$ cat config.mk
export PLATFORM = sky130hd
export DESIGN_NAME = command_receiver
export DESIGN_NICKNAME = d
export VERILOG_FILES = /design/src/rtl/drive_cmd_pkg.sv /design/src/rtl/uart_rx.sv /design/src/rtl/command_receiver.sv
export SDC_FILE = /design/constraint.sdc
export NUM_CORES = 1
export LEC_CHECK = 0
export BUFFER_PORTS_ARGS = -buffer_cell sky130_fd_sc_hd__buf_2
export CAP_MARGIN = 40
export CORE_ASPECT_RATIO = 2
export CORE_MARGIN = 2
export CORE_UTILIZATION = 40
export CTS_CLUSTER_SIZE = 25
export DETAILED_ROUTE_END_ITERATION = 16
export PLACE_DENSITY_LB_ADDON = 0.1
export SLEW_MARGIN = 10
export SYNTH_ARGS = -nofsm -noshare
export SYNTH_HDL_FRONTEND = slang
export SYNTH_SLANG_ARGS = --single-unit
$ cat constraint.sdc
create_clock -name clk -period 1.9 [get_ports clk]
set_clock_uncertainty 0.05 [all_clocks]
set_input_delay 0 -clock clk [delete_from_list [all_inputs] [get_ports clk]]
set_output_delay 0 -clock clk [all_outputs]
set_load 0.01 [all_outputs]
$ cat src/rtl/drive_cmd_pkg.sv
// Drive-command encoding and the ASCII command alphabet. The command_receiver
// and the transmitter-side command_translator both use these definitions.
package drive_cmd_pkg;

    typedef enum logic [2:0] {
        CMD_STOP    = 3'd0,
        CMD_FORWARD = 3'd1,
        CMD_BACK    = 3'd2,
        CMD_LEFT    = 3'd3,
        CMD_RIGHT   = 3'd4
    } cmd_t;

    localparam logic [7:0] ASCII_S = 8'h53;
    localparam logic [7:0] ASCII_F = 8'h46;
    localparam logic [7:0] ASCII_B = 8'h42;
    localparam logic [7:0] ASCII_L = 8'h4C;
    localparam logic [7:0] ASCII_R = 8'h52;

    typedef enum logic [2:0] {
        RX_IDLE      = 3'd0,
        RX_START     = 3'd1,
        RX_DATA      = 3'd2,
        RX_STOP      = 3'd3,
        RX_WAIT_IDLE = 3'd4
    } rx_state_t;

    typedef struct packed {
        logic ok;
        cmd_t cmd;
    } decode_t;

    function automatic decode_t decode_byte(input logic [7:0] b);
        decode_t d;
        d.ok  = 1'b1;
        d.cmd = CMD_STOP;
        case (b)
            ASCII_S: d.cmd = CMD_STOP;
            ASCII_F: d.cmd = CMD_FORWARD;
            ASCII_B: d.cmd = CMD_BACK;
            ASCII_L: d.cmd = CMD_LEFT;
            ASCII_R: d.cmd = CMD_RIGHT;
            default: d.ok  = 1'b0;
        endcase
        return d;
    endfunction

endpackage

$ cat src/rtl/uart_rx.sv
// 8N1 byte receiver: 2-flop synchronizer, mid-bit sampling with a down-counter,
// one-cycle byte_valid / frame_error strobes at the stop-bit sample.
//   state        | meaning
//   RX_IDLE      | line idle, watching for a high-to-low transition
//   RX_START     | half a bit in, confirm start bit is still low
//   RX_DATA      | sampling 8 data bits, LSB first
//   RX_STOP      | sampling stop bit
//   RX_WAIT_IDLE | bad stop bit seen, wait for the line to return high
module uart_rx
    import drive_cmd_pkg::*;
#(
    parameter int CLKS_PER_BIT = 434
) (
    input  logic       clk,
    input  logic       reset,
    input  logic       uart_in,
    output logic [7:0] rx_byte,
    output logic       byte_valid,
    output logic       frame_error
);

    localparam int HALF_BIT = CLKS_PER_BIT / 2;
    localparam int CW       = $clog2(CLKS_PER_BIT + 1);

    logic          sync_meta;
    logic          sync_line;
    logic          line_prev;
    rx_state_t     state_q, state_d;
    logic [CW-1:0] cnt_q, cnt_d;
    logic [7:0]    shift_q, shift_d;
    logic [2:0]    bit_q, bit_d;
    logic          expire;
    logic          fall;

    // Terminal count of 1 makes a load of N span exactly N cycles.
    assign expire  = (cnt_q == CW'(1));
    assign fall    = line_prev & ~sync_line;
    assign rx_byte = shift_q;

    always_ff @(posedge clk) begin
        if (reset) begin
            sync_meta <= 1'b1;
            sync_line <= 1'b1;
            line_prev <= 1'b1;
            state_q   <= RX_IDLE;
            cnt_q     <= '0;
            shift_q   <= '0;
            bit_q     <= '0;
        end else begin
            sync_meta <= uart_in;
            sync_line <= sync_meta;
            line_prev <= sync_line;
            state_q   <= state_d;
            cnt_q     <= cnt_d;
            shift_q   <= shift_d;
            bit_q     <= bit_d;
        end
    end

    always_comb begin
        state_d     = state_q;
        cnt_d       = (cnt_q != '0) ? cnt_q - CW'(1) : cnt_q;
        shift_d     = shift_q;
        bit_d       = bit_q;
        byte_valid  = 1'b0;
        frame_error = 1'b0;
        case (state_q)
            RX_IDLE: begin
                if (fall) begin
                    state_d = RX_START;
                    cnt_d   = CW'(HALF_BIT);
                end
            end
            RX_START: begin
                if (expire) begin
                    if (!sync_line) begin
                        state_d = RX_DATA;
                        cnt_d   = CW'(CLKS_PER_BIT);
                        bit_d   = '0;
                    end else begin
                        state_d = RX_IDLE;
                    end
                end
            end
            RX_DATA: begin
                if (expire) begin
                    shift_d = {sync_line, shift_q[7:1]};
                    cnt_d   = CW'(CLKS_PER_BIT);
                    if (bit_q == 3'd7) begin
                        state_d = RX_STOP;
                    end else begin
                        bit_d = bit_q + 3'd1;
                    end
                end
            end
            RX_STOP: begin
                if (expire) begin
                    if (sync_line) begin
                        byte_valid = 1'b1;
                        state_d    = RX_IDLE;
                    end else begin
                        frame_error = 1'b1;
                        state_d     = RX_WAIT_IDLE;
                    end
                end
            end
            RX_WAIT_IDLE: begin
                if (sync_line) begin
                    state_d = RX_IDLE;
                end
            end
            default: state_d = RX_IDLE;
        endcase
    end

endmodule

$ cat src/rtl/command_receiver.sv
// Serial drive-command receiver: decodes ASCII command bytes from uart_rx and
// holds them behind a valid/ready handshake with error strobes.
module command_receiver
    import drive_cmd_pkg::*;
#(
    parameter int CLK_FREQ = 50_000_000,
    parameter int BAUD     = 115200
) (
    input  logic       clk,
    input  logic       reset,
    input  logic       uart_in,
    output logic [2:0] command,
    output logic       valid,
    input  logic       ready,
    output logic       frame_error,
    output logic       bad_char,
    output logic       overrun
);

    localparam int CLKS_PER_BIT = CLK_FREQ / BAUD;

    logic [7:0] rx_byte;
    logic       byte_valid;
    logic       rx_frame_error;
    decode_t    dec;
    logic       load;

    uart_rx #(
        .CLKS_PER_BIT(CLKS_PER_BIT)
    ) u_rx (
        .clk        (clk),
        .reset      (reset),
        .uart_in    (uart_in),
        .rx_byte    (rx_byte),
        .byte_valid (byte_valid),
        .frame_error(rx_frame_error)
    );

    always_comb begin
        dec  = decode_byte(rx_byte);
        load = byte_valid & dec.ok;
    end

    // A new load wins over consumption; overrun only when the old one was never taken.
    always_ff @(posedge clk) begin
        if (reset) begin
            command     <= 3'd0;
            valid       <= 1'b0;
            frame_error <= 1'b0;
            bad_char    <= 1'b0;
            overrun     <= 1'b0;
        end else begin
            frame_error <= rx_frame_error;
            bad_char    <= byte_valid & ~dec.ok;
            overrun     <= load & valid & ~ready;
            if (load) begin
                command <= dec.cmd;
                valid   <= 1'b1;
            end else if (valid && ready) begin
                valid <= 1'b0;
            end
        end
    end

endmodule

Word-level counts from Yosys, hierarchy flattened
Index checks and enable logic that the tools add are counted.
- $add $sub $neg: 2
- equal/unequal tests: 19
- muxes and demuxes: 28
- bitwise gates (word level): 10
- reduce and logical (&&, ||, !) cells: 10
- operators by type and width (kind ; count):
    9-bit two-way mux ; 5
    8-bit by 7-bit equality test with 1-bit output (second input constant) ; 5
    3-bit two-way mux ; 11
    9-bit case mux with 3 select lines ; 1
    3-bit case mux with 5 select lines ; 1
    2-bit by 1-bit != test with 1-bit output (second input constant) ; 6
    3-bit case mux with 4 select lines ; 1
    9-bit by 1-bit equality test with 1-bit output (second input constant) ; 1
    9-bit nonzero test ; 1
    9-bit by 1-bit subtractor with 9-bit output (second input constant) ; 1
    1-bit two-way mux ; 7
    3-bit by 2-bit equality test with 1-bit output (second input constant) ; 2
    3-bit equality test (second input constant) ; 2
    3-bit case mux with 2 select lines ; 1
    6-bit AND reduction ; 1
    1-bit bitwise AND ; 5
    1-bit inverter ; 5
    5-bit AND reduction ; 1
    5-bit OR reduction ; 1
    2-bit != test (second input constant) ; 2
    2-bit nonzero test ; 2
    3-bit by 1-bit adder with 3-bit output (second input constant) ; 1
    3-bit by 1-bit equality test with 1-bit output (second input constant) ; 1
    3-bit zero test ; 1
    other kinds (4) ; 4
- flip-flop bits (word level): 33
- bits of input ports: 4
- output and inout bits: 7
- logic and storage cells: 81

Longest topological paths before layout
- depth after elaboration: 6
- gate-level depth with buffers: 7
- gate-level depth less buffers: 7

Cells and area by module
From an unflattened synthesis, not the netlist that was laid out.
- cells, all modules: 175
- area total of the unflattened synthesis: 1670.4 um2
- modules (own cells, without submodules) (module ; instances ; cells an instance ; area each (um2) ; sequential area each (um2)):
    uart_rx ; 1 ; 140 ; 1338.8 ; 520.5
    command_receiver ; 1 ; 35 ; 331.6 ; 140.1

Worst setup path after synthesis
Ideal clock, no wire load.
- kind: flip-flop to flip-flop
- from: register u_rx.shift_q[7], in the netlist u_rx.rx_byte[7]
- to: register command[0]
- setup time: 0.072 ns
- arrival: 1.616 ns
- data required time: 1.778 ns
- setup slack: 0.163 ns
- stages on the path, launching flop included: 5
- path buffers: 0
- clock period less this slack: 1.737 ns
- path through: dfxtp_1 > or3b_1 > or3_4 > or4b_1 > mux2i_1
- longest elaborated chain between the ends: 4
- elaborated cells between the ends (all ways): 9
- classes of those cells: eq/ne (5); mux (2); bitwise (1); reduce/logical (1)
- RTL lines (item ; line ; text):
    start, declared ; uart_rx.sv:30 ; logic [7:0] shift_q, shift_d;
    start signal, assigned ; uart_rx.sv:55 ; shift_q <= shift_d;
    8-bit by 7-bit equality test with 1-bit output ; drive_cmd_pkg.sv:36 ; case (b)
    5-bit OR reduction (no source line) ; -- ;
    1-bit two-way mux ; drive_cmd_pkg.sv:36 ;
    1-bit bitwise AND ; command_receiver.sv:41 ; load = byte_valid & dec.ok;
    end signal, assigned ; command_receiver.sv:57 ; command <= dec.cmd;
    end, declared ; command_receiver.sv:12 ; output logic [2:0] command,
Several ways; a longest one is shown, not always the timed one.
A chain may end at the register's enable or synchronous reset.

Worst setup path in the final report
Same ends and word-level chain as after synthesis.

==> results_tabular.tex <==
\begin{tabular}{lr}
\hline
Metric & Value \\
\hline
\multicolumn{2}{l}{\textbf{Run status}} \\
\quad Run status & complete, no violations \\
\multicolumn{2}{l}{\textbf{Setup path}} \\
\quad Chain of cells forming the critical path & or3b\_4 > or3\_4 > or4b\_1 > mux2i\_1 \\
\quad Number of stages on the worst setup path & 4 \\
\quad Kind of critical path & reg -> reg \\
\quad Worst-path cell with the longest stage delay & sky130\_fd\_sc\_hd\_\_or4b\_1 \\
\quad Worst Path Max Fanout & 3 \\
\quad Buffer and inverter count on the worst path & 0 \\
\quad Nature of the critical path startpoint & register \\
\quad Top cell family by delay on the critical path & simple AND/OR/NAND/NOR gates \\
\quad Reg-to-reg setup timing slack & 0.05 ns \\
\quad Endpoint kind of the worst setup timing path & register \\
\quad CP peak stage delay & roughly 0.52 ns \\
\quad Crit path arrival time & approximately 2.0 ns \\
\quad Worst reg-to-reg path cell count & 4 \\
\quad Crit path required time & between 2 and 2.5 ns \\
\multicolumn{2}{l}{\textbf{Detailed routing}} \\
\quad Ratio of routed vias to standard cells & around 5.5 \\
\quad Final routed wire length divided by cell count & approximately 13 µm \\
\quad DRC Markers & 0 \\
\quad Iteration-0 DRC count of the detailed router & 37 \\
\quad Remaining antenna violation count & 0 \\
\quad Number of vias after detailed routing & 1392 \\
\quad Detailed-routing iteration count for the pre-antenna-repair pass & 4 \\
\quad Drt total wl & between 3000 and 4000 µm \\
\multicolumn{2}{l}{\textbf{Die}} \\
\quad Die area & around 4400 µm² \\
\quad Total number of placement rows & 32 \\
\quad Core area & between 3000 and 4000 µm² \\
\quad Chip width & about 48 µm \\
\quad I/O pin count & 11 \\
\quad Die extent in y & approximately 90 µm \\
\quad Starting density of the core & 0.410 \\
\multicolumn{2}{l}{\textbf{Global route}} \\
\quad Largest net degree at the start of global routing & 36 \\
\quad Via count of the first global-routing pass & 1263 \\
\quad GR met2 Demand/Resource & 0.309 \\
\quad Remaining global-route overflow & 0 \\
\quad Grt met1 use & 0.175 \\
\quad Global-route total usage across every layer & 0.174 \\
\quad First-pass GRT wire length & approximately 5600 µm \\
\quad Met3 routing resource usage after global routing & 0.0292 \\
\quad Initial antenna violation count & 0 \\
\quad Most congested layer reported by global routing & met2 \\
\multicolumn{2}{l}{\textbf{Timing}} \\
\quad Setup repair after global routing missed its margin & false \\
\quad Final-report hold violation count & 0 \\
\quad Worst max-slew margin expressed relative to the limit & 0.600 \\
\quad Setup-violating endpoint count in the final report & 0 \\
\quad Post-route worst hold slack & $\sim$0.16 ns \\
\quad Timing-limited maximum frequency & about 540 MHz \\
\quad Slack of the critical path & 0.0508 ns \\
\quad Max-slew violations & 0 \\
\quad Total Negative Setup Slacks & 0 ns \\
\quad Final critical delay including setup and external delays & 1.85 ns \\
\quad Post-route clock period utilization & 0.973 \\
\quad Actual slew at the worst max-slew pin & between 0.5 and 0.6 ns \\
\multicolumn{2}{l}{\textbf{Final layout}} \\
\quad Final Cell Area & between 1500 and 2000 µm² \\
\quad Signed area change from the synthesized netlist to the final layout & 16.0\% \\
\quad Final core utilization & 0.476 \\
\quad Diode count & 0 \\
\quad Post-route non-filler standard cell count & about 250 \\
\quad Number of filler cells placed in the layout & between 300 and 400 \\
\quad Fraction of layout cells with a size suffix above 1 & 0.163 \\
\quad Layout Nets & 210 \\
\multicolumn{2}{l}{\textbf{Yosys}} \\
\quad Area contributors post-synth & sky130\_fd\_sc\_hd\_\_dfxtp\_1 (42\%), sky130\_fd\_sc\_hd\_\_a21oi\_1 (6.4\%), sky130\_fd\_sc\_hd\_\_nand2\_1 (4.8\%), sky130\_fd\_sc\_hd\_\_mux2i\_1 (4.5\%), sky130\_fd\_sc\_hd\_\_nor2\_1 (3.8\%) \\
\quad Number of distinct library cell variants in the gate-level netlist after synthesis & 42 \\
\quad Commonest cells post-synth & sky130\_fd\_sc\_hd\_\_dfxtp\_1 (33), sky130\_fd\_sc\_hd\_\_a21oi\_1 (20), sky130\_fd\_sc\_hd\_\_nand2\_1 (20), sky130\_fd\_sc\_hd\_\_nor2\_1 (16), sky130\_fd\_sc\_hd\_\_nand3\_1 (11) \\
\quad Number of enable flip-flop cells after synthesis & 0 \\
\quad Mean instance size in the synthesized netlist & roughly 8.4 µm² \\
\quad Post-Synthesis Cells & between 150 and 200 \\
\quad Net count of the mapped netlist & 194 \\
\quad Post-synthesis register bit count & 33 \\
\quad Warnings from Yosys & 0 \\
\quad Sequential-to-total area share from yosys stat & 0.423 \\
\quad Most instantiated flip-flop cell in the synthesis netlist & sky130\_fd\_sc\_hd\_\_dfxtp\_1 \\
\quad Most numerous cell in the Yosys netlist & sky130\_fd\_sc\_hd\_\_dfxtp\_1 \\
\quad Cell accounting for the most synthesized area & sky130\_fd\_sc\_hd\_\_dfxtp\_1 \\
\quad Async S/R FF share, synth & 0 \\
\quad Post-synth top area share & 0.423 \\
\quad Mapped cell area & approximately 1600 µm² \\
\multicolumn{2}{l}{\textbf{Placement}} \\
\quad Port Buffers & 10 \\
\quad Setup slack at placement & 0.0294 ns \\
\quad Placed Cells incl. Taps & 244 \\
\quad Area post-placement & around 1700 µm² \\
\quad Final GP Congestion & 0.762 \\
\quad Half-perimeter wire length after placement & 2500 µm \\
\multicolumn{2}{l}{\textbf{Clock tree}} \\
\quad Maximum level of the CTS H-tree & 2 \\
\quad Clock insertion delay at the later pin of the skew report & about 0.28 ns \\
\quad Number of clock sinks & 33 \\
\quad Total CTS buffers & 5 \\
\quad Clock root buffer & sky130\_fd\_sc\_hd\_\_clkbuf\_8 \\
\quad Maximum clock path buffer count & 2 \\
\quad Clock transition at the registers of the reported paths & 0.06 ns \\
\quad Post-CTS setup buffer count & 0 \\
\quad CTS tree & built \\
\multicolumn{2}{l}{\textbf{Min path}} \\
\quad Hold Path Depth & 2 \\
\quad Hold Path Class & in -> reg \\
\multicolumn{2}{l}{\textbf{Job}} \\
\quad \# Max-Cap Violations & 0 \\
\multicolumn{2}{l}{\textbf{Pwr}} \\
\quad Static Leakage & $\sim$0.67 nW \\
\quad VDD IR-drop max & 0.773 mV \\
\quad Pwr per Cell Area & roughly 1100 nW/µm² \\
\quad Overall power of the completed layout & between 2 and 2.5 mW \\
\hline
\end{tabular}
-- registers in the layout, indices dropped and copies added, names as in the netlist, 3 cells and up --
register      cells
u_rx.cnt_q        9
u_rx.rx_byte      8
command           3
u_rx.bit_q        3
u_rx.state_q      3
-- final timing paths --
path	startpoint	endpoint
hold reg to reg	u_rx.sync_meta$_SDFF_PP1_	u_rx.sync_line$_SDFF_PP1_
setup reg to reg	u_rx.rx_byte[7]$_SDFFE_PP0P_	command[0]$_SDFFE_PP0P_
hold / removal	reset	u_rx.state_q[0]$_SDFFE_PP0P_
setup / recovery	u_rx.rx_byte[7]$_SDFFE_PP0P_	command[0]$_SDFFE_PP0P_
-- power by group --
group	switching [mW]	total [mW]	internal, mW
sequential	0.0936	0.864	0.770
clock	0.237	0.524	0.287
combinational	0.379	0.685	0.306
total	0.710	2.07	1.36
-- cell usage in the layout (no fill, tap or decap), types with 3 or more instances in the layout --
cell type,n
sky130_fd_sc_hd__buf_4,6
sky130_fd_sc_hd__or2_2,3
sky130_fd_sc_hd__dfxtp_1,32
sky130_fd_sc_hd__inv_1,4
sky130_fd_sc_hd__a31oi_1,3
sky130_fd_sc_hd__nand3b_1,3
sky130_fd_sc_hd__nor2_1,14
sky130_fd_sc_hd__nand2b_1,8
sky130_fd_sc_hd__ha_1,4
sky130_fd_sc_hd__nor3b_1,4
sky130_fd_sc_hd__clkbuf_8,6
sky130_fd_sc_hd__buf_2,10
sky130_fd_sc_hd__o21ai_0,3
sky130_fd_sc_hd__a21oi_1,20
sky130_fd_sc_hd__nand2_1,20
sky130_fd_sc_hd__nor3_1,9
sky130_fd_sc_hd__mux2i_1,7
sky130_fd_sc_hd__nand3_1,11
-- metal layers --
metal	share of wire	vias to the layer above
li1	-	688
met1	0.37	672
met2	0.57	24
met3	0.032	8
met4	0.026	0
met5	0	-
-- cell type report --
type | instances | area (µm²) | area share
clock buffers | 7 | 86.3 | 0.0477
repair buffers | 18 | 115 | 0.0636
inverters | 4 | 15.0 | 0.00829
flip-flops and latches | 33 | 662 | 0.366
well taps | 51 | 63.8 | 0.0352
multi-input cells | 140 | 868 | 0.480
-- cells by family after synthesis --
kind of cell,Yosys count,synth area share
AOI/OAI and AO/OA,37,0.143
xor gates and xnor gates,4,0.0225
adders and majority gates,4,0.0321
buffers and inverters,13,0.0321
DFF,33,0.423
muxes,7,0.0449
and+or+nand+nor,88,0.302
-- what timing repair did --
item | 4_1_cts | 5_1_grt
gates resized for setup | 0 | 6
hold buffers | 2 | 0
endpoints found under the setup margin | 0 | 11
endpoints found under the hold margin | 2 | 0
(Power assumes the default switching activity.)
